File: config.mk
export PLATFORM = sky130hd
export DESIGN_NAME = fp_diff_accumulator
export DESIGN_NICKNAME = d
export VERILOG_FILES = /design/src/rtl/fp_diff_accumulator_pkg.sv /design/src/rtl/fp_sat_convert.sv /design/src/rtl/fp_diff_accumulator.sv
export SDC_FILE = /design/constraint.sdc
export NUM_CORES = 1
export LEC_CHECK = 0
export CAP_MARGIN = 5
export CELL_PAD_IN_SITES_DETAIL_PLACEMENT = 0
export CELL_PAD_IN_SITES_GLOBAL_PLACEMENT = 2
export CORE_MARGIN = 2
export CORE_UTILIZATION = 30
export DETAILED_ROUTE_END_ITERATION = 16
export GPL_ROUTABILITY_DRIVEN = 0
export GPL_TIMING_DRIVEN = 0
export MAX_ROUTING_LAYER = met4
export PLACE_DENSITY = 0.84
export SYNTH_ARGS = -nofsm -noshare
export SYNTH_HDL_FRONTEND = slang
export SYNTH_SLANG_ARGS = --single-unit
File: constraint.sdc
create_clock -name clk -period 4.6 [get_ports clk]
set_input_delay 1.38 -clock clk [delete_from_list [all_inputs] [get_ports clk]]
set_output_delay 1.38 -clock clk [all_outputs]
set_load 0.02 [all_outputs]
File: src/rtl/fp_diff_accumulator_pkg.sv
// Shared types and saturation-limit helpers for the fixed-point difference accumulator.
package fp_diff_accumulator_pkg;

    typedef enum logic [1:0] {
        ST_IDLE = 2'd0,
        ST_ACC  = 2'd1,
        ST_OUT  = 2'd2
    } state_t;

    // Two's-complement limits of a signed field 'width' bits wide, in a 64-bit container.
    function automatic logic signed [63:0] sat_max(input int width);
        return (64'sd1 <<< (width - 1)) - 64'sd1;
    endfunction

    function automatic logic signed [63:0] sat_min(input int width);
        return -(64'sd1 <<< (width - 1));
    endfunction

endpackage

File: src/rtl/fp_sat_convert.sv
// Converts a WIA.WF accumulator value to WIO.WFO: floor truncation, or round half-up when
// FP_ACC_ROUND_EN is defined, followed by saturation with a clamp flag.
module fp_sat_convert
    import fp_diff_accumulator_pkg::*;
#(
    parameter int WIA = 9,
    parameter int WF  = 4,
    parameter int WIO = 6,
    parameter int WFO = 2
) (
    input  logic signed [WIA+WF-1:0]   acc_val,
    output logic        [WIO+WFO-1:0]  conv_data,
    output logic                       conv_sat
);

    localparam int WA   = WIA + WF;
    localparam int WO   = WIO + WFO;
    localparam int DROP = WF - WFO;
    localparam logic signed [63:0] OUT_MAX = sat_max(WO);
    localparam logic signed [63:0] OUT_MIN = sat_min(WO);
`ifdef FP_ACC_ROUND_EN
    localparam logic signed [63:0] HALF_LSB = (64'sd1 <<< DROP) >>> 1;
`endif

    logic signed [63:0] wide;
    logic signed [63:0] shifted;

    // NOTE: every output of this always_comb gets a default first, so no latch can be inferred.
    always_comb begin
        wide = {{(64-WA){acc_val[WA-1]}}, acc_val};
`ifdef FP_ACC_ROUND_EN
        wide = wide + HALF_LSB;
`endif
        shifted   = wide >>> DROP;
        conv_data = shifted[WO-1:0];
        conv_sat  = 1'b0;
        if (shifted > OUT_MAX) begin
            conv_data = OUT_MAX[WO-1:0];
            conv_sat  = 1'b1;
        end else if (shifted < OUT_MIN) begin
            conv_data = OUT_MIN[WO-1:0];
            conv_sat  = 1'b1;
        end
    end

endmodule

File: src/rtl/fp_diff_accumulator.sv
// Accumulates NSAMP signed difference samples per frame into a saturating WIA.WF sum and
// hands the converted WIO.WFO result downstream; FP_ACC_ROUND_EN selects rounding conversion.
module fp_diff_accumulator
    import fp_diff_accumulator_pkg::*;
#(
    parameter int WI    = 5,
    parameter int WF    = 4,
    parameter int WIA   = 9,
    parameter int NSAMP = 16,
    parameter int WIO   = 6,
    parameter int WFO   = 2
) (
    input  logic                 clk,
    input  logic                 rst_n,
    input  logic                 clr,
    input  logic                 in_valid,
    output logic                 in_ready,
    input  logic [WI+WF-1:0]     in_data,
    input  logic                 in_ovf,
    output logic                 out_valid,
    input  logic                 out_ready,
    output logic [WIO+WFO-1:0]   out_data,
    output logic                 out_sat,
    output logic                 out_ovf
);

    localparam int WD  = WI + WF;
    localparam int WA  = WIA + WF;
    localparam int WO  = WIO + WFO;
    localparam int EXT = WA + 1 - WD;
    localparam int CW  = $clog2(NSAMP);
    localparam logic [CW-1:0]      LAST      = CW'(NSAMP - 1);
    localparam logic signed [63:0] ACC_MAX64 = sat_max(WA);
    localparam logic signed [63:0] ACC_MIN64 = sat_min(WA);
    localparam logic [WA-1:0]      ACC_MAX   = ACC_MAX64[WA-1:0];
    localparam logic [WA-1:0]      ACC_MIN   = ACC_MIN64[WA-1:0];

    state_t                state;
    logic signed [WA-1:0]  acc;
    logic signed [WA-1:0]  acc_nxt;
    logic signed [WA:0]    sum;
    logic [CW-1:0]         cnt;
    logic                  sat_st;
    logic                  ovf_st;
    logic                  accept;
    logic                  add_ovf;
    logic [WO-1:0]         conv_data;
    logic                  conv_sat;

    // One guard bit on the sum exposes signed overflow as a mismatch of the top two bits.
    always_comb begin
        accept  = in_valid && in_ready;
        sum     = {acc[WA-1], acc} + {{EXT{in_data[WD-1]}}, in_data};
        add_ovf = sum[WA] ^ sum[WA-1];
        acc_nxt = sum[WA-1:0];
        if (add_ovf) begin
            acc_nxt = sum[WA] ? ACC_MIN : ACC_MAX;
        end
    end

    // The converter sees the post-add value so the result is ready on the final accept edge.
    fp_sat_convert #(
        .WIA (WIA),
        .WF  (WF),
        .WIO (WIO),
        .WFO (WFO)
    ) u_conv (
        .acc_val   (acc_nxt),
        .conv_data (conv_data),
        .conv_sat  (conv_sat)
    );

    // NOTE: all state is updated with non-blocking assignments so every register samples pre-edge values.
    always_ff @(posedge clk) begin
        if (!rst_n || clr) begin
            state     <= ST_IDLE;
            acc       <= '0;
            cnt       <= '0;
            sat_st    <= 1'b0;
            ovf_st    <= 1'b0;
            in_ready  <= 1'b1;
            out_valid <= 1'b0;
            out_data  <= '0;
            out_sat   <= 1'b0;
            out_ovf   <= 1'b0;
        end else begin
            case (state)
                ST_IDLE, ST_ACC: begin
                    if (accept) begin
                        acc    <= acc_nxt;
                        sat_st <= sat_st | add_ovf;
                        ovf_st <= ovf_st | in_ovf;
                        if (cnt == LAST) begin
                            state     <= ST_OUT;
                            cnt       <= '0;
                            in_ready  <= 1'b0;
                            out_valid <= 1'b1;
                            out_data  <= conv_data;
                            out_sat   <= sat_st | add_ovf | conv_sat;
                            out_ovf   <= ovf_st | in_ovf;
                        end else begin
                            state <= ST_ACC;
                            cnt   <= cnt + CW'(1);
                        end
                    end
                end
                ST_OUT: begin
                    if (out_ready) begin
                        state     <= ST_IDLE;
                        acc       <= '0;
                        cnt       <= '0;
                        sat_st    <= 1'b0;
                        ovf_st    <= 1'b0;
                        in_ready  <= 1'b1;
                        out_valid <= 1'b0;
                        out_data  <= '0;
                        out_sat   <= 1'b0;
                        out_ovf   <= 1'b0;
                    end
                end
                default: state <= ST_IDLE;
            endcase
        end
    end

endmodule

==> results.sh <==
export IMPL_outcome="complete, no violations"
export IMPL_synth_cell_area_um2=2122
export IMPL_cts_hold_fix_buffers=0
export IMPL_syn_nets=283
export IMPL_hold_viol_final=0
export IMPL_place_inst=373
export IMPL_hp_class="register to register"
export IMPL_grt_pass1_vias=1864
export IMPL_first_pass_iters=4
export IMPL_initial_core_util=0.3106
export IMPL_startpoint_type="input port"
export IMPL_syn_area_per_cell_um2=8.454
export IMPL_power_density_nw_per_um2=323.7
export IMPL_io_buffers=26
export IMPL_seq_area_frac_synth=0.3113
export IMPL_clock_latency_ns=0.29
export IMPL_max_cap_violations=0
export IMPL_ys_warn_count=0
export IMPL_end_kind="register"
export IMPL_grt_max_degree=11
export IMPL_via_per_inst=4.980
export IMPL_worstPathRequired_ns=4.81
export IMPL_synth_cell_types=52
export IMPL_grt_pass1_wl_um=9204
export IMPL_fp_dieH_um=88.11
export IMPL_drv_slew=0
export IMPL_finalSetupTns_ns=0
export IMPL_fmax_ghz=0.2236
export IMPL_root_buffer="clkbuf_8"
export IMPL_cp_arrival_ns=4.68
export IMPL_die_area_um2=7762
export IMPL_yosysMostFrequentCell="dfxtp_1"
export IMPL_dieWidth_um=88.11
export IMPL_regToRegEndpoint="out_data[5]"
export IMPL_drc=0
export IMPL_antennaDiodeCount=0
export IMPL_cts_sinks=33
export IMPL_routed_via_count=2012
export IMPL_synth_area_leaders="dfxtp_1 31%, ha_1 9.4%, a21oi_1 6.1%"
export IMPL_clk_path_buf_depth=2
export IMPL_routed_wl_um=5924
export IMPL_fin_util=0.4256
export IMPL_initialDrtViolationCount=60
export IMPL_synthToLayoutAreaGrowth_pct=37.03
export IMPL_worst_slew_margin_rel=0.5711
export IMPL_fin_nets=339
export IMPL_finalCriticalPeriod_ns=4.472
export IMPL_clock_skew_ns=0.005616
export IMPL_total_power_mw=0.9414
export IMPL_reg2regPathDepth=18
export IMPL_worstMarginPinSlew_ns=0.6433
export IMPL_antenna_found_initial=0
export IMPL_r2r_start="acc[0]"
export IMPL_cp_max_fo=6
export IMPL_fin_crit_sh=0.9722
export IMPL_htree_levels=2
export IMPL_setup_violations=0
export IMPL_path_clk_slew_ns=0.08
export IMPL_synthCells=251
export IMPL_ir_worst_vdd_mv=0.1487
export IMPL_synth_edf_count=0
export IMPL_synth_top_cell_area_share=0.3113
export IMPL_critPathKind="input port to register"
export IMPL_ys_async_sr_fraction=0
export IMPL_place_ws_ns=-0.6087
export IMPL_cts_made_buffers=5
export IMPL_p_leak_nw=1.159
export IMPL_crit_start="in_data[6]"
export IMPL_antenna_left=0
export IMPL_ioPinCount=27
export IMPL_fin_cells=404
export IMPL_yosysTopAreaCell="dfxtp_1"
export IMPL_grt_ovfl_total=0
export IMPL_routedWlPerCell_um=14.66
export IMPL_layout_drive_gt1_share=0.2370
export IMPL_synthFlopType="dfxtp_1"
export IMPL_hold_start="acc[10]"
export IMPL_synth_seq_cells=33
export IMPL_track_usage=0.1614
export IMPL_endpoint="out_data[2]"
export IMPL_core_um2=6832
export IMPL_fin_ws_ns=0.1280
export IMPL_cts_tree="done"
export IMPL_r2r_slack_ns=1.12
export IMPL_rows=30
export IMPL_dp_hpwl_um=4028
export IMPL_ys_top_cells_by_count="33 x dfxtp_1, 30 x nor2_1, 26 x a21oi_1, 26 x nand2_1, 16 x ha_1"
-- kinds of logic after synthesis --
group                      share of synthesized area
adders and majority gates                     0.1038
and+or+nand+nor                               0.2182
AOI/OAI and AO/OA                             0.2706
buffers and inverters                        0.04186
DFF                                           0.3113
muxes                                       0.004717
xor gates and xnor gates                     0.04953
-- worst max-delay path: stages --
cell	delay, ns
clkdlybuf4s50_1	0.43
ha_2	0.20
a21o_1	0.18
a211o_1	0.30
o21ai_2	0.15
nor2_1	0.06
o21ai_1	0.16
nand2b_1	0.11
buf_4	0.15
buf_4	0.12
buf_4	0.12
buf_4	0.12
buf_4	0.12
buf_4	0.12
xnor2_1	0.12
ha_2	0.21
nor2_4	0.19
nand3_4	0.17
a221oi_2	0.26
-- per-layer routing --
metal / track usage / wire length [um] / part of all wire / vias to the layer above
met5: - / 0 / 0 / -
met4: 0.04683 / 76 / 0.013 / 0
met3: 0.03299 / 188 / 0.032 / 6
met2: 0.2459 / 2719 / 0.46 / 37
met1: 0.2164 / 2939 / 0.50 / 953
li1: - / - / - / 1016
-- cells in the final DEF (no fill, tap or decap), drive strengths merged, types with 8 or more instances in the layout --
| master | n |
|---|---|
| a21oi | 27 |
| a22oi | 9 |
| buf | 26 |
| clkbuf | 13 |
| clkdlybuf4s50 | 21 |
| dfxtp | 33 |
| ha | 16 |
| inv | 8 |
| nand2 | 26 |
| nor2 | 31 |
| o21ai | 19 |
-- power breakdown --
part	leakage [nW]	internal, mW	total (mW)	switching, mW
combinational	0.833	0.155	0.345	0.190
clock	0.0585	0.177	0.293	0.116
sequential	0.267	0.296	0.304	0.00734
-- registers in the layout (all words and copies together), names as in the netlist --
name	flops
ovf_st	1
out_ovf	1
out_sat	1
cnt	4
in_ready	1
sat_st	1
out_data	8
state	2
out_valid	1
acc	13
-- worst min path at each step --
stage | cells past startpoint | slack (ns) | endpoint
after global placement | 2 | 0.44 | acc[0]
after global routing | 2 | 0.49 | acc[0]
after floorplan | 2 | 0.44 | acc[0]
after detailed placement | 2 | 0.45 | acc[0]
after CTS | 2 | 0.46 | acc[10]
final | 2 | 0.46 | acc[10]
-- area by class of cell --
type | count | area, um2
Buffer | 9 | 63.81
Fill cell | 721 | 3924
Multi-Input combinational cell | 201 | 1471
Sequential cell | 33 | 660.6
Tap cell | 96 | 120.1
Timing Repair Buffer | 49 | 445.4
Inverter | 8 | 30.03
Clock inverter | 1 | 30.03
Clock buffer | 7 | 86.33
-- what timing repair did --
item / 4_1_cts / 5_1_grt
pin swaps: 8 / 14
resized for setup: 12 / 17
buffers inserted: 19 / 5
endpoints found under the setup margin: 13 / 23
-- metrics by stage --
| step | hold slack, ns | area (um2) |
|---|---|---|
| 2_1_floorplan | 0.4356 | 2122 |
| 3_5_place_dp | 0.4519 | 2502 |
| 3_3_place_gp | 0.4447 | 2502 |
| 4_1_cts | 0.4604 | 2800 |
| 6_report | 0.4588 | 2908 |
| 5_1_grt | 0.4859 | 2908 |
Note: power is estimated with default switching activity, not from simulation.
